==> src/rtl/fetch_pkg.sv <==
// rtl/fetch_pkg.sv - shared types and opcode helpers for the fetch sequencer
package fetch_pkg;

  typedef enum logic [1:0] {
    FETCH   = 2'd0,
    HOLD    = 2'd1,
    WAIT_BR = 2'd2,
    ERR     = 2'd3
  } fetch_state_t;

  localparam logic [6:0] OP_JAL    = 7'b1101111;
  localparam logic [6:0] OP_JALR   = 7'b1100111;
  localparam logic [6:0] OP_BRANCH = 7'b1100011;

  function automatic logic is_ctrl_flow(input logic [6:0] opcode);
    return (opcode == OP_JAL) || (opcode == OP_JALR) || (opcode == OP_BRANCH);
  endfunction

endpackage

==> src/rtl/fetch_ack_timer.sv <==
// rtl/fetch_ack_timer.sv - counts request cycles without ack; flags the last allowed one
module fetch_ack_timer #(
  parameter int ACK_TIMEOUT = 16
) (
  input  logic CLK,
  input  logic RESET,
  input  logic clear,
  input  logic enable,
  output logic expired
);

  localparam int W = (ACK_TIMEOUT > 0) ? $clog2(ACK_TIMEOUT + 1) : 1;

  logic [W-1:0] count;

  always_ff @(posedge CLK or posedge RESET) begin
    if (RESET) begin
      count <= '0;
    end else if (clear) begin
      count <= '0;
    end else if (enable) begin
      count <= count + W'(1);
    end
  end

  // expired marks the cycle whose edge would bring the count to ACK_TIMEOUT
  generate
    if (ACK_TIMEOUT == 0) begin : g_off
      assign expired = 1'b0;
    end else begin : g_on
      assign expired = enable && (count == W'(ACK_TIMEOUT - 1));
    end
  endgenerate

endmodule

==> src/rtl/fetch_ctrl.sv <==
// rtl/fetch_ctrl.sv - instruction fetch sequencer: PC owner, imem handshake, decode hand-off
module fetch_ctrl
  import fetch_pkg::*;
#(
  parameter logic [31:0] RESET_VEC   = 32'h0000_0000,
  parameter int          ACK_TIMEOUT = 16
) (
  input  logic        CLK,
  input  logic        RESET,
  output logic        imem_req,
  output logic [31:0] imem_addr,
  input  logic        imem_ack,
  input  logic [31:0] imem_data,
  output logic        inst_valid,
  output logic [31:0] inst,
  output logic [31:0] inst_pc,
  output logic [31:0] pc_plus4,
  input  logic        dec_ready,
  input  logic        br_resolved,
  input  logic        br_taken,
  input  logic [31:0] br_target,
  input  logic        flush,
  input  logic [31:0] flush_pc,
  output logic        fetch_err
);

  fetch_state_t state;
  logic [31:0]  pc;
  logic [31:0]  br_next;
  logic         timer_clr;
  logic         timer_en;
  logic         timer_expired;

  assign imem_req  = (state == FETCH);
  assign imem_addr = pc;
  assign pc_plus4  = inst_pc + 32'd4;
  assign br_next   = br_taken ? br_target : pc + 32'd4;

  assign timer_en  = (state == FETCH) && !imem_ack && !flush;
  assign timer_clr = (state != FETCH) || imem_ack || flush;

  fetch_ack_timer #(
    .ACK_TIMEOUT(ACK_TIMEOUT)
  ) u_timer (
    .CLK    (CLK),
    .RESET  (RESET),
    .clear  (timer_clr),
    .enable (timer_en),
    .expired(timer_expired)
  );

  always_ff @(posedge CLK or posedge RESET) begin
    if (RESET) begin
      state      <= FETCH;
      pc         <= RESET_VEC;
      inst_valid <= 1'b0;
      inst       <= '0;
      inst_pc    <= '0;
      fetch_err  <= 1'b0;
    end else if (flush && (state != ERR)) begin
      // flush beats any ack or resolve arriving in the same cycle
      inst_valid <= 1'b0;
      if (flush_pc[1:0] != 2'b00) begin
        state     <= ERR;
        fetch_err <= 1'b1;
      end else begin
        pc    <= flush_pc;
        state <= FETCH;
      end
    end else begin
      case (state)
        FETCH: begin
          if (imem_ack) begin
            inst       <= imem_data;
            inst_pc    <= pc;
            inst_valid <= 1'b1;
            state      <= HOLD;
          end else if (timer_expired) begin
            state     <= ERR;
            fetch_err <= 1'b1;
          end
        end
        HOLD: begin
          if (dec_ready) begin
            inst_valid <= 1'b0;
            if (is_ctrl_flow(inst[6:0])) begin
              state <= WAIT_BR;
            end else begin
              pc    <= pc + 32'd4;
              state <= FETCH;
            end
          end
        end
        WAIT_BR: begin
          if (br_resolved) begin
            if (br_next[1:0] != 2'b00) begin
              state     <= ERR;
              fetch_err <= 1'b1;
            end else begin
              pc    <= br_next;
              state <= FETCH;
            end
          end
        end
        ERR: begin
          inst_valid <= 1'b0;
        end
        default: state <= ERR;
      endcase
    end
  end

endmodule

==> config.mk <==
export PLATFORM = sky130hd
export DESIGN_NAME = fetch_ctrl
export DESIGN_NICKNAME = d
export VERILOG_FILES = /design/src/rtl/fetch_pkg.sv /design/src/rtl/fetch_ack_timer.sv /design/src/rtl/fetch_ctrl.sv
export SDC_FILE = /design/constraint.sdc
export NUM_CORES = 1
export LEC_CHECK = 0
export CAP_MARGIN = 20
export CORE_UTILIZATION = 48
export DETAILED_ROUTE_END_ITERATION = 8
export HOLD_SLACK_MARGIN = 0.1
export PLACE_DENSITY = 0.87
export SLEW_MARGIN = 20
export SYNTH_ARGS = -nofsm -noshare
export SYNTH_HDL_FRONTEND = slang
export SYNTH_SLANG_ARGS = --single-unit
==> constraint.sdc <==
create_clock -name CLK -period 9.2 [get_ports CLK]
set_input_delay 1.38 -clock CLK [delete_from_list [all_inputs] [get_ports CLK]]
set_output_delay 1.38 -clock CLK [all_outputs]
set_load 0.03 [all_outputs]
; ---- Yosys cells after proc, flatten, opt, wreduce, memory -nomap -nowiden
; Index checks and enable logic that the tools add are counted.
[word_totals]
register_bits = 105
in_bits = 103
output_inout_bits = 131
[classes]
addsub = 3
n_eq_ne = 19
muxes = 30
n_bitwise = 1
n_reduce_logical = 24
[ops]
columns = operator, count
row1 = 32-bit two-way mux, 7
row2 = "32-bit by 3-bit adder with 32-bit output, second input constant", 2
row3 = 32-bit case mux with 2 select lines, 1
row4 = "7-bit equality test, second input constant", 3
row5 = 2-bit two-way mux, 8
row6 = "3-bit inequality test, second input constant", 5
row7 = 6-bit AND reduction, 2
row8 = 5-bit two-way mux, 2
row9 = 1-bit two-way mux, 9
row10 = 2-bit nonzero test, 4
row11 = 4-bit nonzero test, 2
row12 = "3-bit by 1-bit inequality test with 1-bit output, second input constant", 2
row13 = 2-bit case mux with 3 select lines, 1
row14 = 3-bit AND reduction, 2
row15 = 3-bit nonzero test, 2
row16 = "5-bit by 1-bit adder with 5-bit output, second input constant", 1
row17 = "5-bit by 4-bit equality test with 1-bit output, second input constant", 1
row18 = "2-bit equality test, second input constant", 2
row19 = 1-bit logical AND, 4
row20 = 1-bit logical OR, 4
row21 = "2-bit inequality test, second input constant", 2
row22 = "4-bit by 1-bit inequality test with 1-bit output, second input constant", 1
row23 = 4-bit AND reduction, 1
row24 = "3-bit by 2-bit inequality test with 1-bit output, second input constant", 1
row25 = 7 further kinds, 8

; ---- Logic depth before layout (Yosys ltp)
; Gate-level depths: netlist of the first run.
[logic_depth]
word_depth = 8
depth_mapped = 9

; ---- By module
; Synthesis of the first run repeated with hierarchy kept, for this count alone.
[hier_totals]
cells_unflattened = 577
hier_area_um2 = 5770.5
[modules_own_cells]
columns = module, instances, cells_each, area_each_um2
row1 = fetch_ctrl, 1, 552, 5481.5
row2 = fetch_ack_timer, 1, 25, 289.0

; ---- Least setup slack after synthesis of the first run
; No wires, ideal clock.
[synth_timing]
kind = reg2out
from = register inst_pc[13]
to = output pc_plus4[24]
arrival_time_ns = 2.089
t_required_ns = 7.820
slack_ns = 5.731
stages_incl_launch_ff = 7
n_path_buf = 1
cell_sequence = dfrtp_1 -> nand4_1 -> nor4_1 -> and2_1 -> clkbuf_1 -> and3_1 -> xor2_1
[synth_via]
elab_chain_cells = 1
[synth_rtl]
columns = item, line_no
row1 = from (decl), fetch_ctrl.sv:16  ; output logic [31:0] inst_pc,
row2 = from (signal assigned), fetch_ctrl.sv:75  ; inst_pc <= pc;
row3 = 32-bit by 3-bit adder with 32-bit output, fetch_ctrl.sv:36  ; assign pc_plus4 = inst_pc + 32'd4;
row4 = to (decl), fetch_ctrl.sv:17  ; output logic [31:0] pc_plus4,
; Every way passes these cells.

; ---- Final worst setup path of the first run
[layout_timing]
from = input flush
to = register pc[3] (netlist: imem_addr[3])
[layout_via]
elab_chain_cells = 3
word_cells_on_any_way = 9
cone_classes = 5 x eq/ne / 1 x mux / 3 x reduce/logical
[layout_rtl]
columns = item, line_no
row1 = from (decl), fetch_ctrl.sv:22  ; input logic flush,
row2 = 1-bit logical AND *, fetch_ctrl.sv:60  ; end else if (flush && (state != ERR)) begin
row3 = 3-bit inequality test (no source line) (tied with other cells), n/a
row4 = 6-bit AND reduction (no source line), n/a
row5 = to (signal assigned), fetch_ctrl.sv:67  ; pc <= flush_pc;
row6 = to (signal assigned), fetch_ctrl.sv:89  ; pc <= pc + 32'd4;
row7 = to (signal assigned), fetch_ctrl.sv:100  ; pc <= br_next;
row8 = to (decl), fetch_ctrl.sv:28  ; logic [31:0] pc;
; Every way passes the cells marked *; elsewhere a longest branch is shown, timed or not.
; A chain may end at the register's enable or synchronous reset.

==> results of run 1 <==
-- how the worst max path moves through the flow --
| stage | startpoint | depth (start not counted) | slack, ns | end |
|---|---|---|---|---|
| detailed placement | flush | 6 | 3.97 | imem_addr[3]$_DFFE_PP0P_ |
| finish | flush | 6 | 4.15 | imem_addr[3]$_DFFE_PP0P_ |
| CTS | flush | 6 | 4.31 | imem_addr[3]$_DFFE_PP0P_ |
| global placement | flush | 6 | 4.19 | imem_addr[3]$_DFFE_PP0P_ |
| global route | flush | 6 | 4.04 | imem_addr[3]$_DFFE_PP0P_ |
| floorplan | RESET | 1 | 5.06 | fetch_err$_DFFE_PP0P_ |
-- logic make-up after synthesis --
group | share of synthesized area, %
flops | 43.58
simple gates | 17.31
fa+ha+maj | 1.660
compound gates | 15.81
mux | 11.77
buf+inv | 4.503
xor+xnor | 5.375
-- sequential cells by signal (all words and copies together), names as in the netlist --
name,count
fetch_err,1
imem_addr,32
inst,32
inst_pc,32
inst_valid,1
state,2
u_timer.count,5
-- final cells by class --
class,count,area (um2)
timing repair buffer,237,2362
fill,908,3373
clock inverter,4,73.82
tap,168,210.2
clock buffer,12,266.5
sequential,105,2628
multi-input combinational,442,3136
inverter,16,62.56
-- power breakdown --
part / switching (mW) / internal (mW) / leakage, nW
sequential: 0.304 / 0.671 / 1.27
clock: 0.167 / 0.261 / 0.169
combinational: 1.14 / 0.856 / 2.03
total: 1.61 / 1.79 / 3.47
-- per-stage QoR --
| stage | cells | power, mW | util [%] | worst slack [ns] | area (um2) |
|---|---|---|---|---|---|
| global placement | 968 | 2.888 | 69.33 | 4.188 | 8397 |
| detailed placement | 968 | 2.952 | 69.33 | 3.971 | 8397 |
| global route | 984 | 3.551 | 72.15 | 4.036 | 8738 |
| finish | 984 | 3.399 | 72.15 | 4.148 | 8738 |
| floorplan | 604 | 2.168 | - | 5.059 | 6030 |
| CTS | 984 | 3.391 | 72.14 | 4.309 | 8737 |
-- per-layer routing --
metal	global-route usage (%)	vias up	wire length (um)
met4	12.47	0	605
met3	5.453	48	1660
met5	0	-	0
met1	35.74	2827	7424
li1	-	2626	-
met2	49.21	371	9277
-- placed cells by master, fill, tap and decap left out, types with 3 or more instances in the layout --
| master | count |
|---|---|
| clkdlybuf4s50_1 | 233 |
| dfrtp_1 | 105 |
| mux2_2 | 62 |
| nand2_1 | 47 |
| a21oi_1 | 42 |
| nand3_1 | 33 |
| nor2_1 | 32 |
| o21ai_0 | 25 |
| xnor2_1 | 24 |
| a31oi_1 | 18 |
| inv_1 | 15 |
| xor2_1 | 13 |
| and3_1 | 12 |
| or3_1 | 9 |
| nand4_1 | 9 |
| o211ai_1 | 9 |
| o31ai_1 | 9 |
| clkbuf_16 | 9 |
| ha_1 | 8 |
| and2_1 | 7 |
| a22o_1 | 7 |
| a22oi_1 | 6 |
| a21o_1 | 5 |
| nor4_1 | 5 |
| nor3_1 | 4 |
| a211oi_1 | 4 |
| buf_4 | 4 |
| nor2b_1 | 3 |
| o21a_1 | 3 |
| nand4_2 | 3 |
| or4_1 | 3 |
| and4_1 | 3 |
| clkbuf_8 | 3 |
==> results by stage, run 1 <==
Yosys:
- dfrtp_1 is the most common cell in the netlist.
- The largest area contributor in the netlist is dfrtp_1.
- The mapped netlist covers about 6000 um2.
- For this run, the leading register cell type out of synthesis is dfrtp_1.
- Counting flops and latches in the post-synthesis netlist gives 105.
- The area fraction of the dominant cell type after synthesis is 43.58%.
- The total nets after synthesis is 715.
- Sorting the synthesized cells by area gives the leading types as dfrtp_1 44%, mux2_2 12%, a21oi_1 3.5%.
- Counting instances in the post-synthesis netlist gives the leading cell types as 105 x dfrtp_1, 62 x mux2_2, 47 x nand2_1, 42 x a21oi_1, 33 x nand3_1.
- The netlist uses 61 different library cells.
- The number of synthesized flops with an enable pin is 0.
- The number of standard cells after synthesis is 604.
- Averaged over all synthesized cells, the footprint is 9.983 um2.
- The async set-or-reset flop fraction in the synthesized netlist is 100.0%.
- The sequential area share after synthesis is ~44%.
- Yosys printed 0 warnings.

STA:
- The normalized max-slew margin is 22.91%.
- The final worst clock skew is 0.008103 ns.
- After layout, the worst path uses 54.91% of the clock period.
- The setup TNS is 0 ns.
- The final-report max-slew violation count is 0.
- For the pin with the worst max-slew slack, the measured transition is ~1.2 ns.
- The tightest hold path in the finished design has a slack of roughly 0.48 ns.
- The hold violation total from the final report is 0.
- The final-report setup violation count is 0.
- Setup repair after global routing left no endpoint under its margin.
- The maximum frequency from static timing analysis is roughly 200 MHz.
- The final period demand of the worst path is 5.052 ns.

Clocking:
- The clock passes through at most 2 buffers.
- Once the clock tree was built, the setup fixing pass inserted 0 buffers.
- The post-CTS clock slew at the launch and capture registers of the worst setup and hold paths is 0.06 ns.
- The post-cts hold buffer count is 0.
- For this design, the sink count on the clock tree is approximately 110.
- The number of gates resized after CTS was 0.
- The root buffer cell is clkbuf_16.
- The CTS tree is yes.
- The number of clock buffers added by TritonCTS is 9.
- The clock latency reported for the late side of the worst-skew pair is roughly 0.35 ns.
- CTS built an H-tree with a depth of 3.

Drt:
- In the routed layout, each cell is associated on average with a via count of 5.967.
- In this run the remaining antenna-violating nets after routing total 0.
- The detailed router finished its first iteration with 481 violations.
- The average routed wire per standard cell is 19.28 um.
- Wires add up to ~19000 um.
- In the routed design, unresolved DRC markers number 0.
- Before antenna repair, the detailed router went through 5 iterations.
- The detailed router placed 5872 vias in this run.

Place:
- Once detailed placement completed, the half-perimeter wirelength came to ~14000 um.
- The routability congestion estimate is 0.9211.
- Port buffering added 233 buffers.

Pwr:
- IR analysis of the VDD net gives a maximum drop of roughly 0.21 mV.
- Dividing total power by cell area gives a power density of a little under 400 nW/um2.
- The static leakage is 3.469 nW.

Critical path:
- The worst stage delay on the critical path is just over 1 ns.
- The critical register-to-register path endpoint is imem_addr[3]$_DFFE_PP0P_.
- The start-to-end type of the worst setup path is primary input to flip-flop.
- The slowest library cell on the worst path is and2_1.
- The element type at the critical path end is a flip-flop.
- The signal on the critical path passes through clkdlybuf4s50_1 -> nand2b_1 -> nor3_1 -> a21o_1 -> and2_1 -> mux2_1.
- The worst flop-to-flop path startpoint is state[1]$_DFFE_PP0P_.
- The required time of the critical path is 9.42 ns.
- The register-to-register path setup slack is 4.92 ns.
- The number of cells on the worst reg-to-reg path is 6.
- The kind of cell with the highest combined delay on the critical path is simple AND/OR/NAND/NOR gates.
- STA classifies the critical path startpoint as a primary input.
- The worst endpoint data arrival time is approximately 5.3 ns.
- Together, buffers and inverters on the worst path number 1.
- In this run the worst path has a maximum fanout of 32.

Die:
- The initial utilization of the core area, before any placement, comes to around half.
- about 230 I/O pins were placed.
- Measured along the y axis, the die boundary spans 114.1 um.
- The die width is between 100 and 150 um.
- The floorplan has 40 rows.
- The floorplan step defined a die boundary enclosing 13010 um2.
- After floorplanning, the core was sized to cover 12110 um2.

Run:
- The number of maximum-capacitance violations is 0.

GRT:
- Global routing consumed, over all layers together, 28.82% of the routing resources.
- The number of global-route vias before repair is approximately 5700.
- The number of antenna violations at the first check in global routing is 0.
- The first global-routing pass estimated a little under 30000 um of wire.
- The total grt overflow is 0.
- The maximum number of pins on one net before global-route repair is 68.

Layout:
- The number of diodes is 0.
- The number of nets in the layout is 922.
- Compared with the post-synthesis result, the final layout area differs by 44.93%.
- Cells with a size suffix above 1 make up 12.87% of the layout.

Hold path:
- The worst hold path terminates at u_timer.count[0]$_DFF_PP0_.
- The worst min-delay path startpoint is u_timer.count[0]$_DFF_PP0_.
- Counting instances, the worst hold path has a depth of 1.
- The class of the tightest hold or removal check is flip-flop to flip-flop.

Run status:
- The run finished with clean final reports.
(Power assumes the default switching activity.)
==> run 2: changes to the inputs <==
--- a/config.mk
+++ b/config.mk
@@ -6,10 +6,10 @@
 export NUM_CORES = 1
 export LEC_CHECK = 0
 export CAP_MARGIN = 20
-export CORE_UTILIZATION = 48
+export CORE_UTILIZATION = 40
 export DETAILED_ROUTE_END_ITERATION = 8
 export HOLD_SLACK_MARGIN = 0.1
-export PLACE_DENSITY = 0.87
+export PLACE_DENSITY = 0.77
 export SLEW_MARGIN = 20
 export SYNTH_ARGS = -nofsm -noshare
 export SYNTH_HDL_FRONTEND = slang
==> constraint.sdc (replaced) <==
create_clock -name CLK -period 4.6 [get_ports CLK]
set_input_delay 0.69 -clock CLK [delete_from_list [all_inputs] [get_ports CLK]]
set_output_delay 0.69 -clock CLK [all_outputs]
set_load 0.03 [all_outputs]
==> results by stage, run 2 (same netlist as run 1, synthesis figures left out) <==
Clocking:
- The count of clock tree sinks came to 105 (unchanged).
- In this run the clock root is driven by a clkbuf_16.
- The clock latency reported for the late side of the worst-skew pair is 0.36 ns (about the same).
- The post-cts hold buffer count is 0 (unchanged).
- The number of buffers created by CTS is 9 (unchanged).
- The number of buffers added for setup after CTS came to 0 (unchanged).
- The maximum buffer depth of the clock tree is 2 (unchanged).
- The post-CTS clock slew at the launch and capture registers of the worst setup and hold paths is 0.07 ns (about the same).
- The CTS tree is yes.
- The total of cells resized after clock tree synthesis is 0 (unchanged).
- The H-tree depth is 3 (unchanged).

STA:
- Dividing the final minimum period by the clock period gives 80.91%.
- The worst-margin pin slew is 0.8546 ns (-0.3017 ns).
- The final worst clock skew is 0.007554 ns (-0.0005483 ns).
- The final critical-path setup slack is 0.8783 ns (-3.270 ns).
- Based on the critical path, the design can be clocked at up to 268.7 MHz.
- The setup TNS came to 0 ns (unchanged).
- The normalized max-slew margin is 43.03% (+20 points).
- For the finished layout, the period the worst path requires is roughly 3.7 ns.
- The final-report setup violation count is 0 (unchanged).
- Setup repair after global routing left no endpoint under its margin.
- The final-report max-slew violation count is 0 (unchanged).
- The worst-case hold slack is 0.4818 ns (+0.005746 ns).
- The hold violation total from the final report is 0 (unchanged).

Layout:
- The number of nets in the layout is 927 (+0.54%).
- The top cell types in the final layout, fill and taps aside, are 233 x clkdlybuf4s50_1, 105 x dfrtp_1, 62 x mux2_2.
- The area of the multi-input gates is 3139 um2 (+0.12%).
- The share of layout cells above drive strength 1 came to 13.28% (+0.41 points).
- The number of diodes came to 0 (unchanged).
- The sequential cell area is 2628 um2 (unchanged).
- Compared with the post-synthesis result, the final layout area differs by 45.80%.
- The number of inserted filler cells in the final layout is 1244 (+37%).
- The library cell used most frequently in the layout, excluding fill and tap cells, is clkdlybuf4s50_1.

Die:
- The initial standard-cell utilization of the core came to 41.17% (-8.6 points).
- The die width came to 124.8 um (+9.4%).
- The die footprint came to 15570 um2 (+20%).
- The number of ports placed on the die boundary was 234 (unchanged).
- The height of the die is 124.8 um (+9.4%).
- The placement row count is 44 (+10%).
- The core area was 14640 um2 (+21%).

GRT:
- The global-route track usage on met1 is 30.96% (-4.8 points).
- The global-route wire length before repair was 30500 um (+4.4%).
- The maximum number of pins on one net before global-route repair is 68 (unchanged).
- The met3 usage is 7.131% (+1.7 points).
- The total grt overflow came to 0 (unchanged).
- The number of antenna violations at the first check in global routing is 0 (unchanged).
- The number of global-route vias before repair came to 5791 (+1.0%).
- The fraction of met2 tracks used by global routing is 40.42% (-8.8 points).
- The total global routing track utilization came to 24.94% (-3.9 points).
- met2 is the most crowded layer.

Pwr:
- The overall power was 6.799 mW (+100%).
- The static leakage is 3.482 nW (+0.39%).
- The power per cell area was 773.4 nW/um2 (+99%).
- The worst voltage drop across the vdd grid came to 0.3623 mV (+73%).

Critical path:
- The worst setup path is launched from a flip-flop.
- STA classifies the critical path endpoint as an output port.
- The critical path is of the flip-flop to output port type.
- The maximum fanout along the worst path is 8 (-75%).
- The worst endpoint data arrival time came to 3.03 ns (-2.25 ns).
- The required time of the critical path came to 3.91 ns (-5.51 ns).

Run:
- The number of maximum-capacitance violations is 0 (unchanged).

Drt:
- The number of vias per cell after detailed routing is 5.773 (-3.3%).
- The total via count after detailed routing is 5802 (-1.2%).
- The DRC violations left is 30 (+30).
- The DRC marker count from the first detailed-route iteration is 458 (-4.8%).
- The post-detailed-route count of antenna-violating nets is 0 (unchanged).
- The total wirelength of the detailed-routed design is 19350 um (+2.0%).
- The average routed wire per standard cell is 19.25 um (-0.12%).
- The count of TritonRoute iterations in the first routing pass came to 8 (+3).

Hold path:
- The class of the tightest hold or removal check is flip-flop to flip-flop.

Run status:
- The checks that failed: design-rule violations.
- The run finished, with violations left.

Place:
- The detailed placement HPWL was 14170 um (+1.4%).
- The pre-CTS setup slack is 1.069 ns (-2.902 ns).
- The number of input and output port buffers inserted is 233 (unchanged).
- The routability congestion estimate is 0.9259 (+0.52%).
## run 2: critical path: stages, from the launching register on
cell             delay, ns
dfrtp_1               0.47
nand4_1               0.19
nor4_1                0.60
and2_1                0.38
and3_1                0.21
xor2_1                0.15
clkdlybuf4s50_1       0.69
## run 2: worst paths after layout
path | start | end | slack, ns | depth (start not counted)
setup / recovery | inst_pc[7]$_DFFE_PP0P_ | pc_plus4[24] | 0.88 | 6
max in group asynchronous | RESET | imem_addr[6]$_DFFE_PP0P_ | 2.87 | 3
hold / removal | u_timer.count[0]$_DFF_PP0_ | u_timer.count[0]$_DFF_PP0_ | 0.48 | 1
hold reg to reg | u_timer.count[0]$_DFF_PP0_ | u_timer.count[0]$_DFF_PP0_ | 0.48 | 1
setup reg to reg | state[1]$_DFFE_PP0P_ | imem_addr[29]$_DFFE_PP0P_ | 1.43 | 8
min in group asynchronous | RESET | inst[22]$_DFFE_PP0P_ | 0.85 | 2
## run 2: cell type report
class | count | share of cell area, %
clock buffers | 9 | 2.562
inverters | 16 | 0.7116
repair buffers | 242 | 27.44
clock inverters | 7 | 1.067
flip-flops and latches | 105 | 29.89
multi-input cells | 442 | 35.71
well taps | 184 | 2.619
## run 2: stage by stage
step | cell area (um2) | instances | util (%)
4_1_cts | 8791 | 1005 | 60.03
5_1_grt | 8791 | 1005 | 60.03
3_3_place_gp | 8472 | 989 | 57.85
6_report | 8791 | 1005 | 60.03
3_5_place_dp | 8472 | 989 | 57.85
2_1_floorplan | 6030 | 604 | -
## run 2: per-layer routing
layer  vias up  share of wire (%)  routed length [um]
met2       295                 48                9274
met4         0                3.4                 661
met1      2806                 40                7815
met3        61                8.2                1596
met5         -                  0                   0
li1       2640                  -                   -
## run 2: power breakdown
group,total (mW),internal (mW),switching (mW)
Combinational,4.03,1.74,2.29
Clock,0.834,0.477,0.357
Sequential,1.93,1.34,0.591
